`config.mk`:
```
export PLATFORM = sky130hd
export DESIGN_NAME = bootram_bus_ctrl
export DESIGN_NICKNAME = d
export VERILOG_FILES = /design/src/rtl/bootram_bus_ctrl.sv
export SDC_FILE = /design/constraint.sdc
export NUM_CORES = 1
export LEC_CHECK = 0
export CAP_MARGIN = 20
export CORE_ASPECT_RATIO = 0.9
export CORE_UTILIZATION = 43
export CTS_CLUSTER_DIAMETER = 120
export DETAILED_ROUTE_END_ITERATION = 8
export PLACE_DENSITY = 0.84
export REMOVE_ABC_BUFFERS = 1
export SYNTH_ARGS = -nofsm -noshare
export SYNTH_HDL_FRONTEND = slang
export SYNTH_SLANG_ARGS = --single-unit
export TNS_END_PERCENT = 50
```
`constraint.sdc`:
```
create_clock -name clk -period 3.6 [get_ports clk]
set_input_delay 0.9 -clock clk [delete_from_list [all_inputs] [get_ports clk]]
set_output_delay 0.9 -clock clk [all_outputs]
set_load 0.005 [all_outputs]
```
`src/rtl/bootram_bus_ctrl.sv`:
```
// bootram_bus_ctrl: boot RAM bus controller with post-reset byte-stream image loader
module bootram_bus_ctrl #(
    parameter int ADDR_W  = 11,
    parameter bit LOAD_EN = 1'b1
) (
    input  logic              clk,
    input  logic              resetn,
    input  logic              mem_valid,
    output logic              mem_ready,
    input  logic [31:0]       mem_addr,
    input  logic [31:0]       mem_wdata,
    input  logic [3:0]        mem_wstrb,
    output logic [31:0]       mem_rdata,
    input  logic              ld_valid,
    output logic              ld_ready,
    input  logic [7:0]        ld_data,
    input  logic              ld_last,
    output logic              ld_done,
    output logic [ADDR_W+1:0] ld_count,
    output logic [3:0]        ram_ce,
    output logic              ram_wre,
    output logic              ram_oce,
    output logic              ram_reset,
    output logic [ADDR_W-1:0] ram_ad,
    output logic [31:0]       ram_din,
    input  logic [31:0]       ram_dout
);
    typedef enum logic [1:0] {LOAD, IDLE, ACCESS, RESP} state_t;
    state_t state, state_n;
    logic [ADDR_W+1:0] ptr;
    logic [31:0] rdata_q;
    logic wr_q, ld_acc, ld_fin, req, unused;
    assign ld_count  = ptr;
    assign ram_reset = ~resetn;
    assign mem_rdata = (mem_ready && !wr_q) ? ram_dout : rdata_q;
    assign unused    = ^{mem_addr[31:ADDR_W+2], mem_addr[1:0]};
    // next-state: loader finishes on ld_last or when the byte pointer wraps
    always_comb begin
        state_n = state;
        ld_acc  = ld_valid & ld_ready;
        ld_fin  = ld_acc & (ld_last | (&ptr));
        req     = (state == IDLE) & mem_valid;
        case (state)
            LOAD:    state_n = ld_fin ? IDLE : LOAD;
            IDLE:    state_n = mem_valid ? ACCESS : IDLE;
            ACCESS:  state_n = RESP;
            default: state_n = IDLE;
        endcase
    end
    // state, loader bookkeeping and registered RAM command
    always_ff @(posedge clk) begin
        if (!resetn) begin
            state     <= LOAD_EN ? LOAD : IDLE;
            ptr       <= '0;
            ld_done   <= !LOAD_EN;
            ld_ready  <= 1'b0;
            mem_ready <= 1'b0;
            wr_q      <= 1'b0;
            rdata_q   <= '0;
            ram_ce    <= '0;
            ram_wre   <= 1'b0;
            ram_oce   <= 1'b0;
            ram_ad    <= '0;
            ram_din   <= '0;
        end else begin
            state     <= state_n;
            ld_ready  <= state_n == LOAD;
            mem_ready <= state == ACCESS;
            ram_oce   <= 1'b1;
            ram_ce    <= ld_acc ? 4'b0001 << ptr[1:0] : req ? ((|mem_wstrb) ? mem_wstrb : 4'hF) : 4'h0;
            ram_wre   <= ld_acc | (req & (|mem_wstrb));
            if (ld_acc) begin
                ptr     <= ptr + 1'b1;
                ram_ad  <= ptr[ADDR_W+1:2];
                ram_din <= {4{ld_data}};
            end else if (req) begin
                ram_ad  <= mem_addr[ADDR_W+1:2];
                ram_din <= mem_wdata;
                wr_q    <= |mem_wstrb;
            end
            if (ld_fin) ld_done <= 1'b1;
            if (state == RESP && !wr_q) rdata_q <= ram_dout;
        end
    end
endmodule

```
==> metrics <==
core area=9290 um2; top cells by count, synth=163 x nand2_1, 100 x dfxtp_1, 43 x a31oi_1, 42 x a21oi_1, 30 x mux2_2; IO Pins=211; HP Class=register to register; Seq/Total Area, Yosys=0.476; Area Growth Syn to Fin=52.0%; cells on worst reg2reg path=4; top post-synthesis cells by area=dfxtp_1 48%, nand2_1 15%, mux2_2 8.0%; FP Rows=33; Final min period=2970 ps; clk sinks=100; placed insts=791; status=completed; Layout Cells excl Fill=808; cts hold-fix bufs=0; slowest cell on the critical path=clkdlybuf4s50_1; Cell variety after synth=33; GP Congestion=0.781; hold path cells=2; synthesized area per cell=8.26 um2; Post-CTS Setup Bufs=0; Initial Utilization=0.453; Clk pwr share=0.310; CTS max path bufs=2; Initial DRC Count=173; area share of the largest cell type after synthesis=0.476; Flop pwr share=0.511; setup TNS=0 ps; drt via density=5.32; Post-DP Area=6180 um2; slew of the pin with the lowest slew margin=836 ps; Post-synth EDFFs=0; RSZ-0062 raised after global routing=no; global-route wire length before repair=19200 um; GRT Overall Usage=0.238; max-slew violations=0; Setup crit end kind=output port; routed via count=4298; Final Net Count=798; Cell Chain, Critical Path=clkdlybuf4s50_1 > mux2_1 > clkdlybuf4s50_1; met2 routed wirelength=6040 um; Synth Register Bits=100; Setup Viol. Count Final=0; critical path's most frequent cell=clkdlybuf4s50_1; static leakage=2.22 nW; layout cells sized above 1=0.0860; Total Wirelength=12400 um; Max-Cap Viols=0; largest net degree at the start of global routing=47; Final Hold Fails=0; final antenna-violating net count=0; CP Max Fanout=2; Yosys top cell by area=dfxtp_1; Period Utilization, post-route=0.826; CP arrival=2070 ps; met1 WL=5260 um; Comb power frac=0.179; slowest stage delay, CP=450 ps; antenna violations before repair=0; Synth Cell Area=4210 um2; ant diodes=0; Residual DRC=0; Yosys Warn Count=0; clk_skew=9.03 ps; Avg WL per Cell=15.4 um; Pint=1.77 mW; Clock Latency Late Sink=350 ps; Detailed Routing Iterations Pass 1=4; worst path required time=2700 ps; die area=10200 um2; htree depth=3; design area=6390 um2; Die X=106 um; Mapped Cells=509; Max VDD drop=0.203 mV; Clock transition at path regs=90 ps; Synth Flop Type=dfxtp_1; Num CTS Buffers=9; most frequent cell after synthesis=nand2_1; Sw Share=0.250; fmax=0.336 GHz; highest routed layer=met4; relative slew slack=0.438; wire length on met3=931 um; TritonCTS clock tree=yes; ys async rst share=0; die height=95.8 um; CP Class=input port to output port; CTS root buffer=clkbuf_8; Pwr Density=368 nW/um2; Overflow after GRT=0; port bufs=189; Worst setup SP type=input port; vias in the first global route=3947; DP HPWL=8750 um; switching power total=0.589 mW; cts repair resizes=0
layer usage:
layer,up-vias,track usage
met3,19,0.0582
met4,0,0.0671
met1,2039,0.287
met5,-,0
li1,2097,-
met2,143,0.423
sequential cells by signal (all words and copies together) (netlist names):
register and count:
ram_ad 11, ld_ready 1, wr_q 1, ram_din 32
ram_wre 1, ram_ce 4, mem_ready 1, ld_done 1
ld_count 13, ram_oce 1, rdata_q 32, state 2
critical path, delay by kind of cell:
| kind | cells | cell delay (ps) |
|---|---|---|
| mux | 1 | 310 |
| buf+inv | 2 | 870 |
power groups by stage:
stage	logic (mW)	clock network (mW)	registers, mW
3_5_place_dp	0.421	0	1.23
5_1_grt	0.454	0.794	1.21
6_report	0.421	0.730	1.20
4_1_cts	0.423	0.748	1.20
3_3_place_gp	0.410	0	1.23
2_1_floorplan	0.128	0	1.23
through the flow:
stage	total power [mW]	util	setup WS, ps	hold slack, ps
floorplan	1.36	-	465	432
global placement	1.64	0.663	631	439
detailed placement	1.65	0.665	625	444
CTS	2.37	0.687	615	459
global route	2.46	0.688	530	473
finish	2.35	0.688	626	458
final timing paths:
check,endpoint,slack (ps),start
max,mem_rdata[5],630,ram_dout[5]
max reg2reg,ram_din[7],1840,state[1]
min,rdata_q[20],460,rdata_q[20]
min reg2reg,rdata_q[20],460,rdata_q[20]
area by class of cell:
cell class | count | area [um2]
timing repair buffer | 199 | 1990
clock inverter | 5 | 60.1
inverter | 7 | 26.3
clock buffer | 11 | 141
sequential | 100 | 2000
tap | 122 | 153
fill | 760 | 2900
multi-input combinational | 364 | 2020
cell usage in the layout (no fill, tap or decap), types with 5 or more instances in the layout:
cell type | Yosys | final
a21oi_1 | 42 | 42
dfxtp_1 | 100 | 100
buf_4 | 0 | 7
nand2b_1 | 6 | 6
inv_1 | 7 | 7
clkdlybuf4s50_1 | 0 | 189
mux2_2 | 30 | 30
nor2_1 | 5 | 5
nand2_1 | 163 | 162
clkbuf_8 | 0 | 10
nor4_1 | 7 | 7
a31oi_1 | 43 | 43
o21ai_0 | 24 | 24
kinds of logic (layout without fill, tap and decap cells):
kind of cell    count (synthesis)  count (layout)  share of synthesized area
simple gates                  201             201                      0.202
mux                            36              36                     0.0952
compound gates                121             121                      0.165
flops                         100             100                      0.476
buf+inv                        45             222                     0.0458
fa+ha+maj                       4               4                     0.0119
xor+xnor                        2               2                    0.00417
Note: power is estimated with default switching activity, not from simulation.
